$ cat config.mk
export PLATFORM = sky130hd
export DESIGN_NAME = ast_width_reducer
export DESIGN_NICKNAME = d
export VERILOG_FILES = /design/src/rtl/ast_width_reducer.sv
export SDC_FILE = /design/constraint.sdc
export NUM_CORES = 1
export LEC_CHECK = 0
export BUFFER_PORTS_ARGS = -buffer_cell sky130_fd_sc_hd__buf_4
export CAP_MARGIN = 20
export CORE_ASPECT_RATIO = 1.5
export CORE_MARGIN = 2
export CORE_UTILIZATION = 51
export DETAILED_ROUTE_END_ITERATION = 8
export PLACE_DENSITY = 0.88
export SLEW_MARGIN = 30
export SYNTH_ARGS = -nofsm -noshare
export SYNTH_HDL_FRONTEND = slang
export SYNTH_SLANG_ARGS = --single-unit
export TNS_END_PERCENT = 5
$ cat constraint.sdc
create_clock -name clk_i -period 5.55 [get_ports clk_i]
set_clock_uncertainty 0.1 [all_clocks]
set_input_delay 0.555 -clock clk_i [delete_from_list [all_inputs] [get_ports clk_i]]
set_output_delay 0.555 -clock clk_i [all_outputs]
set_load 0.01 [all_outputs]
$ cat src/rtl/ast_width_reducer.sv
// Avalon-ST width down-converter: each wide beat is re-emitted as narrow words, LSB word first,
// with the eop beat trimmed to its valid words. Optional macro AST_REDUCER_DATA_MASK_EN zeroes empty bytes.
module ast_width_reducer #(
  parameter int DATA_IN_W   = 128,
  parameter int DATA_OUT_W  = 64,
  parameter int CHANNEL_W   = 10,
  parameter int EMPTY_IN_W  = ($clog2(DATA_IN_W/8)  == 0) ? 1 : $clog2(DATA_IN_W/8),
  parameter int EMPTY_OUT_W = ($clog2(DATA_OUT_W/8) == 0) ? 1 : $clog2(DATA_OUT_W/8)
) (
  input  logic                   clk_i,
  input  logic                   rst_i,
  input  logic [DATA_IN_W-1:0]   ast_data_i,
  input  logic                   ast_startofpacket_i,
  input  logic                   ast_endofpacket_i,
  input  logic                   ast_valid_i,
  input  logic [EMPTY_IN_W-1:0]  ast_empty_i,
  input  logic [CHANNEL_W-1:0]   ast_channel_i,
  output logic                   ast_ready_o,
  output logic [DATA_OUT_W-1:0]  ast_data_o,
  output logic                   ast_startofpacket_o,
  output logic                   ast_endofpacket_o,
  output logic                   ast_valid_o,
  output logic [EMPTY_OUT_W-1:0] ast_empty_o,
  output logic [CHANNEL_W-1:0]   ast_channel_o,
  input  logic                   ast_ready_i
);

  localparam int R     = DATA_IN_W / DATA_OUT_W;
  localparam int IB    = DATA_IN_W / 8;
  localparam int OB    = DATA_OUT_W / 8;
  localparam int IDX_W = ($clog2(R) < 2) ? 2 : $clog2(R);
  localparam int N_W   = IDX_W + 1;

  typedef enum logic {IDLE, SEND} state_t;

  state_t                 state;
  logic [DATA_IN_W-1:0]   hold_data;
  logic                   hold_sop;
  logic                   hold_eop;
  logic [CHANNEL_W-1:0]   hold_ch;
  logic [N_W-1:0]         hold_n;
  logic [EMPTY_OUT_W-1:0] hold_le;
  logic [IDX_W-1:0]       idx;

  int                     v_bytes;
  int                     n_words;
  logic [N_W-1:0]         beat_n;
  logic [EMPTY_OUT_W-1:0] beat_le;
  logic                   idx_last;
  logic                   in_hs;
  logic                   send;
  logic                   eop_word;
  logic [DATA_OUT_W-1:0]  word;

  // An out-of-range empty is clamped to one full output word.
  always_comb begin
    v_bytes = IB;
    if (ast_endofpacket_i)
      v_bytes = (int'(ast_empty_i) >= IB) ? OB : IB - int'(ast_empty_i);
    n_words = (v_bytes + OB - 1) / OB;
    beat_n  = N_W'(n_words);
    beat_le = EMPTY_OUT_W'(n_words * OB - v_bytes);
  end

  assign send        = (state == SEND);
  assign idx_last    = ({1'b0, idx} == (hold_n - N_W'(1)));
  assign ast_ready_o = (state == IDLE) || (idx_last && ast_ready_i);
  assign in_hs       = ast_valid_i && ast_ready_o;
  assign eop_word    = send && hold_eop && idx_last;

  always_ff @(posedge clk_i or posedge rst_i) begin
    if (rst_i) begin
      state     <= IDLE;
      hold_data <= '0;
      hold_sop  <= 1'b0;
      hold_eop  <= 1'b0;
      hold_ch   <= '0;
      hold_n    <= '0;
      hold_le   <= '0;
      idx       <= '0;
    end else begin
      unique case (state)
        IDLE: if (ast_valid_i) state <= SEND;
        SEND: if (ast_ready_i && idx_last && !ast_valid_i) state <= IDLE;
      endcase
      if (in_hs) begin
        hold_data <= ast_data_i;
        hold_sop  <= ast_startofpacket_i;
        hold_eop  <= ast_endofpacket_i;
        hold_ch   <= ast_channel_i;
        hold_n    <= beat_n;
        hold_le   <= ast_endofpacket_i ? beat_le : '0;
        idx       <= '0;
      end else if (send && ast_ready_i && !idx_last) begin
        idx <= idx + 1'b1;
      end
    end
  end

  always_comb begin
    word = hold_data[idx*DATA_OUT_W +: DATA_OUT_W];
`ifdef AST_REDUCER_DATA_MASK_EN
    if (eop_word) begin
      for (int b = 0; b < OB; b++)
        if (b >= OB - int'(hold_le)) word[b*8 +: 8] = 8'h00;
    end
`endif
  end

  assign ast_valid_o         = send;
  assign ast_data_o          = send ? word : '0;
  assign ast_startofpacket_o = send && hold_sop && (idx == '0);
  assign ast_endofpacket_o   = eop_word;
  assign ast_empty_o         = eop_word ? hold_le : '0;
  assign ast_channel_o       = send ? hold_ch : '0;

endmodule
[Word level (Yosys, flattened, before mapping)]
Cells that the tools add are included.
Word-level totals
  input bits: 148
  output and inout bits: 81
  register bits: 149
  word-level logic and storage cells: 44
Operators by class
  shift-type cells: 1
  bitwise gates (word level): 2
  equal/unequal tests: 1
  muxes and demuxes: 10
  reductions and logical operators: 15
  add/sub/neg operators: 7
Operators with widths (count)
  128-bit by 9-bit indexed part select with 64-bit output: 1
  64-bit 2-to-1 mux: 1
  32-bit by 5-bit adder with 32-bit output, second input constant: 1
  32-bit 2-to-1 mux: 1
  32-bit by 2-bit subtractor with 32-bit output, second input constant: 1
  10-bit 2-to-1 mux: 1
  1-bit logical AND: 9
  3-bit 2-to-1 mux: 2
  5-bit by 4-bit subtractor with 6-bit output, first input constant: 1
  2-bit 2-to-1 mux: 2
  3-bit by 1-bit adder with 3-bit output: 1
  2-bit by 3-bit == test with 1-bit output: 1
  3-bit OR reduction: 1
  1-bit by 3-bit subtractor with 3-bit output, first input constant: 1
  3-bit by 1-bit subtractor with 3-bit output, second input constant: 1
  2-bit by 1-bit adder with 2-bit output, second input constant: 1
  1-bit logical NOT: 2
  2-bit logical NOT: 1
  1-bit 2-to-1 mux: 2
  1-bit one-hot mux with 2 select lines: 1
  2-bit nonzero test: 1
  1-bit bitwise AND: 1
  1-bit logical OR: 1
  1-bit inverter: 1

[Depth between registers and ports, before layout]
  word-level depth: 7
  gate-level depth with buffers: 9
  depth with buffers taken out: 8

[Worst setup path before layout]
OpenSTA, ideal clock, no wires.
  kind: reg2out
  start point: register hold_n[0]
  end point: output ast_ready_o
  buffers on the path: 0
  data arrival time: 1.428 ns
  stages on the path, launching flop included: 6
  required time: 4.895 ns
  setup slack: 3.467 ns
  path through: dfrtp_1 inv_1 ha_1 xor2_1 nand3_1 o21ai_0
Between the ends
  word-level cells in the longest chain between the ends: 4
RTL lines
  from (decl): RTL line 41  | logic [N_W-1:0] hold_n;
  from (signal assigned): RTL line 91  | hold_n <= beat_n;
  3-bit by 1-bit subtractor with 3-bit output: RTL line 66  | assign idx_last = ({1'b0, idx} == (hold_n - N_W'(1)));
  2-bit by 3-bit == test with 1-bit output: RTL line 66
  1-bit logical AND: RTL line 67  | assign ast_ready_o = (state == IDLE) || (idx_last && ast_ready_i);
  1-bit logical OR: RTL line 67
  to (decl): RTL line 18  | output logic ast_ready_o,
Every way passes these cells.

[Final worst setup path]
  start point: register idx[0]
  end point: output ast_startofpacket_o
Between the ends
  word-level cells in the longest chain between the ends: 2
RTL lines
  from (decl): RTL line 43  | logic [IDX_W-1:0] idx;
  from (signal assigned): RTL line 95  | idx <= idx + 1'b1;
  2-bit logical NOT: RTL line 112  | assign ast_startofpacket_o = send && hold_sop && (idx == '0);
  1-bit logical AND: RTL line 112
  to (decl): RTL line 20  | output logic ast_startofpacket_o,
Every way passes these cells.

==> results.py <==
metrics = {
    "yosys": {
        "yosysSeqAreaShare_pct": 53.9,
        "yosys_warnings": 0,
        "synth_top_area_share_pct": 53.9,
        "yosysMostFrequentCell": "dfrtp_1",
        "synth_edf_count": 0,
        "yosysUniqueCellTypes": 31,
        "synth.cell_area_mm2": 0.00692,
        "async_reset_ff_share_pct": 100,
        "synth_top_area_cell": "dfrtp_1",
        "synth_cells": 531,
        "yosys_register_bits": 149,
        "ys.flop_type": "dfrtp_1",
        "syn_avg_cell_area_um2": 13.0,
        "synthTopCellsByArea": "dfrtp_1, mux2_1, mux2_2",
        "synth_commonest_cells": "dfrtp_1, mux2_1, nor2_1",
        "syn-num-nets": 684,
    },
    "routing": {
        "wire_per_inst_um": 17.3,
        "ant_nets": 0,
        "num_vias": 4860,
        "dr.pass1.iters": 4,
        "drc": 0,
        "finalWirelength_um": 16000,
        "drt_iter0_drc": 160,
        "vias_per_cell": 5.27,
    },
    "die": {
        "die_w_um": 99.1,
        "dieArea_mm2": 0.0145,
        "rows": 52,
        "die_h_um": 147,
        "initial_core_util_pct": 51.6,
        "num_io_pins": 229,
        "coreArea_mm2": 0.0134,
    },
    "timing": {
        "period_share_pct": 56.6,
        "hold_viol": 0,
        "slew_headroom_pct": 42.9,
        "slew_viol_final": 0,
        "fin_tns_setup_ns": 0,
        "hold_slack_ns": 0.224,
        "grt_setup_unrepaired": "no",
        "setup_violations": 0,
        "worstMarginPinSlew_ns": 0.857,
        "fmax_mhz": 318,
        "min_period_ns": 3.14,
    },
    "cts": {
        "root_buffer": "clkbuf_16",
        "cts_buffer_depth": 2,
        "postCtsSetupRepairBufs": 0,
        "htreeDepth": 4,
        "clock_latency_ns": 0.41,
        "cts_tree": "done",
        "cts_hold_buffers": 0,
        "postCtsResizedCells": 0,
        "cts_num_sinks": 149,
        "clkTransAtPathRegs_ns": 0.06,
        "numCtsBuffers": 17,
    },
    "worst_setup_path": {
        "critPathCaptureType": "output pin",
        "arrival_ns": 2.48,
        "crit_fanout": 39,
        "crit_slowest_cell": "dfrtp_4",
        "critical_path_class": "reg2out",
        "crit_path_start_kind": "register",
        "required_ns": 4.89,
        "max_stage_delay_ns": 0.76,
        "crit_chain": "buf_4 -> inv_1 -> ha_1 -> and3_1 -> buf_4",
        "cpMostUsedCell": "buf_4",
    },
    "worst_hold_path": {
        "min_path_type": "in2async",
    },
    "final_layout": {
        "design_area_mm2": 0.00925,
        "drive_gt1_share_pct": 43.6,
        "area_delta_synth_final_pct": 33.6,
        "fin_nets": 900,
        "n_antenna_cell": 0,
    },
    "global_route": {
        "track_usage_pct": 22.3,
        "grt_antenna_before_repair": 0,
        "grt_overflow_total": 0,
        "grt_max_degree": 98,
        "grt_pass1_wl_um": 25400,
        "first_global_vias": 5248,
    },
    "placed_design": {
        "io_buffers": 228,
        "gp_congestion": 0.834,
        "place_area_mm2": 0.00868,
        "hpwl_um": 11600,
    },
    "outcome": {
        "status": "completed",
    },
    "pwr": {
        "power.density_mw_per_mm2": 638,
        "power_leakage_nw": 4.46,
        "max-vdd-ir-drop_uv": 341,
    },
    "flow_run": {
        "drv_cap": 0,
    },
}
==> power by group <==
part / internal [W] / total (W) / switching [W]
combinational: 0.00151 / 0.00281 / 0.00130
clock: 0.000627 / 0.00109 / 0.000466
sequential: 0.00165 / 0.00199 / 0.000337
==> sequential cells by signal (all words and copies together) (netlist names) <==
register,flops
ast_valid_o,1
hold_ch,10
hold_data,128
hold_eop,1
hold_le,3
hold_n,3
hold_sop,1
idx,2
==> placed cells by master, fill, tap and decap left out, types with 2 or more instances in the layout <==
cell / count
buf_4: 231
dfrtp_1: 148
mux2_1: 80
nor2_1: 69
mux2i_1: 66
mux2_2: 63
clkbuf_16: 17
and2_1: 12
inv_1: 11
o21ai_0: 6
inv_6: 5
ha_1: 5
nor3_1: 4
nand3_1: 4
clkinvlp_4: 4
xnor2_1: 3
a31oi_1: 3
nand2_1: 3
nor3b_1: 2
xor2_1: 2
clkinv_4: 2
clkinv_2: 2
inv_8: 2
==> metrics by stage <==
stage	setup slack, ns	std cells	power [W]	util [%]
after floorplan	0.887	531	0.00376	-
after global placement	2.64	890	0.00471	64.7
after detailed placement	2.56	890	0.00486	64.7
after CTS	2.38	922	0.00597	69.0
after global routing	2.26	922	0.00628	69.0
final	2.41	922	0.00590	69.0
==> logic make-up (layout without fill, tap and decap cells) <==
logic type	count (synthesis)	in the layout	synth area share, %
multiplexers	209	209	32.8
flip-flops	149	149	53.9
AND/OR/NAND/NOR	101	101	6.51
buffers and inverters	47	276	3.87
AO/OA/AOI/OAI	15	15	1.39
adder cells (fa/ha/maj)	5	5	0.904
XOR/XNOR	5	5	0.633
==> path summary, 6_finish.rpt <==
| kind | depth (start not counted) | slack (ns) | start | endpoint |
|---|---|---|---|---|
| setup / recovery | 5 | 2.41 | idx[0]$_DFFE_PP0P_ | ast_startofpacket_o |
| hold / removal | 2 | 0.22 | rst_i | hold_data[89]$_DFFE_PP0P_ |
| setup reg to reg | 4 | 2.56 | idx[0]$_DFFE_PP0P_ | hold_data[111]$_DFFE_PP0P_ |
| hold reg to reg | 1 | 0.38 | hold_ch[1]$_DFFE_PP0P_ | hold_ch[1]$_DFFE_PP0P_ |
| max in group asynchronous | 3 | 3.95 | rst_i | hold_data[102]$_DFFE_PP0P_ |
| min in group clk_i | 2 | 0.26 | ast_channel_i[1] | hold_ch[1]$_DFFE_PP0P_ |
==> final cells by class <==
type / instances / area (µm²)
flip-flops and latches: 149 / 3730
fillers: 990 / 4160
inverters: 12 / 50.0
clock buffers: 17 / 425
clock inverters: 15 / 145
repair buffers: 232 / 1750
well taps: 162 / 203
multi-input cells: 335 / 2940
==> per-layer routing <==
| metal | vias up | global-route usage (%) | share of wire (%) |
|---|---|---|---|
| li1 | 2275 | - | - |
| met1 | 2383 | 23.5 | 36 |
| met2 | 167 | 40.2 | 55 |
| met3 | 35 | 6.41 | 6.6 |
| met4 | 0 | 10.4 | 3.2 |
| met5 | - | 0 | 0 |
==> worst max-delay path: cells and delay by family (launching register included) <==
kind	cells	cell delay, ns
fa+ha+maj	1	0.21
simple gates	1	0.15
buf+inv	3	0.93
flops	1	0.76
(Power assumes the default switching activity.)
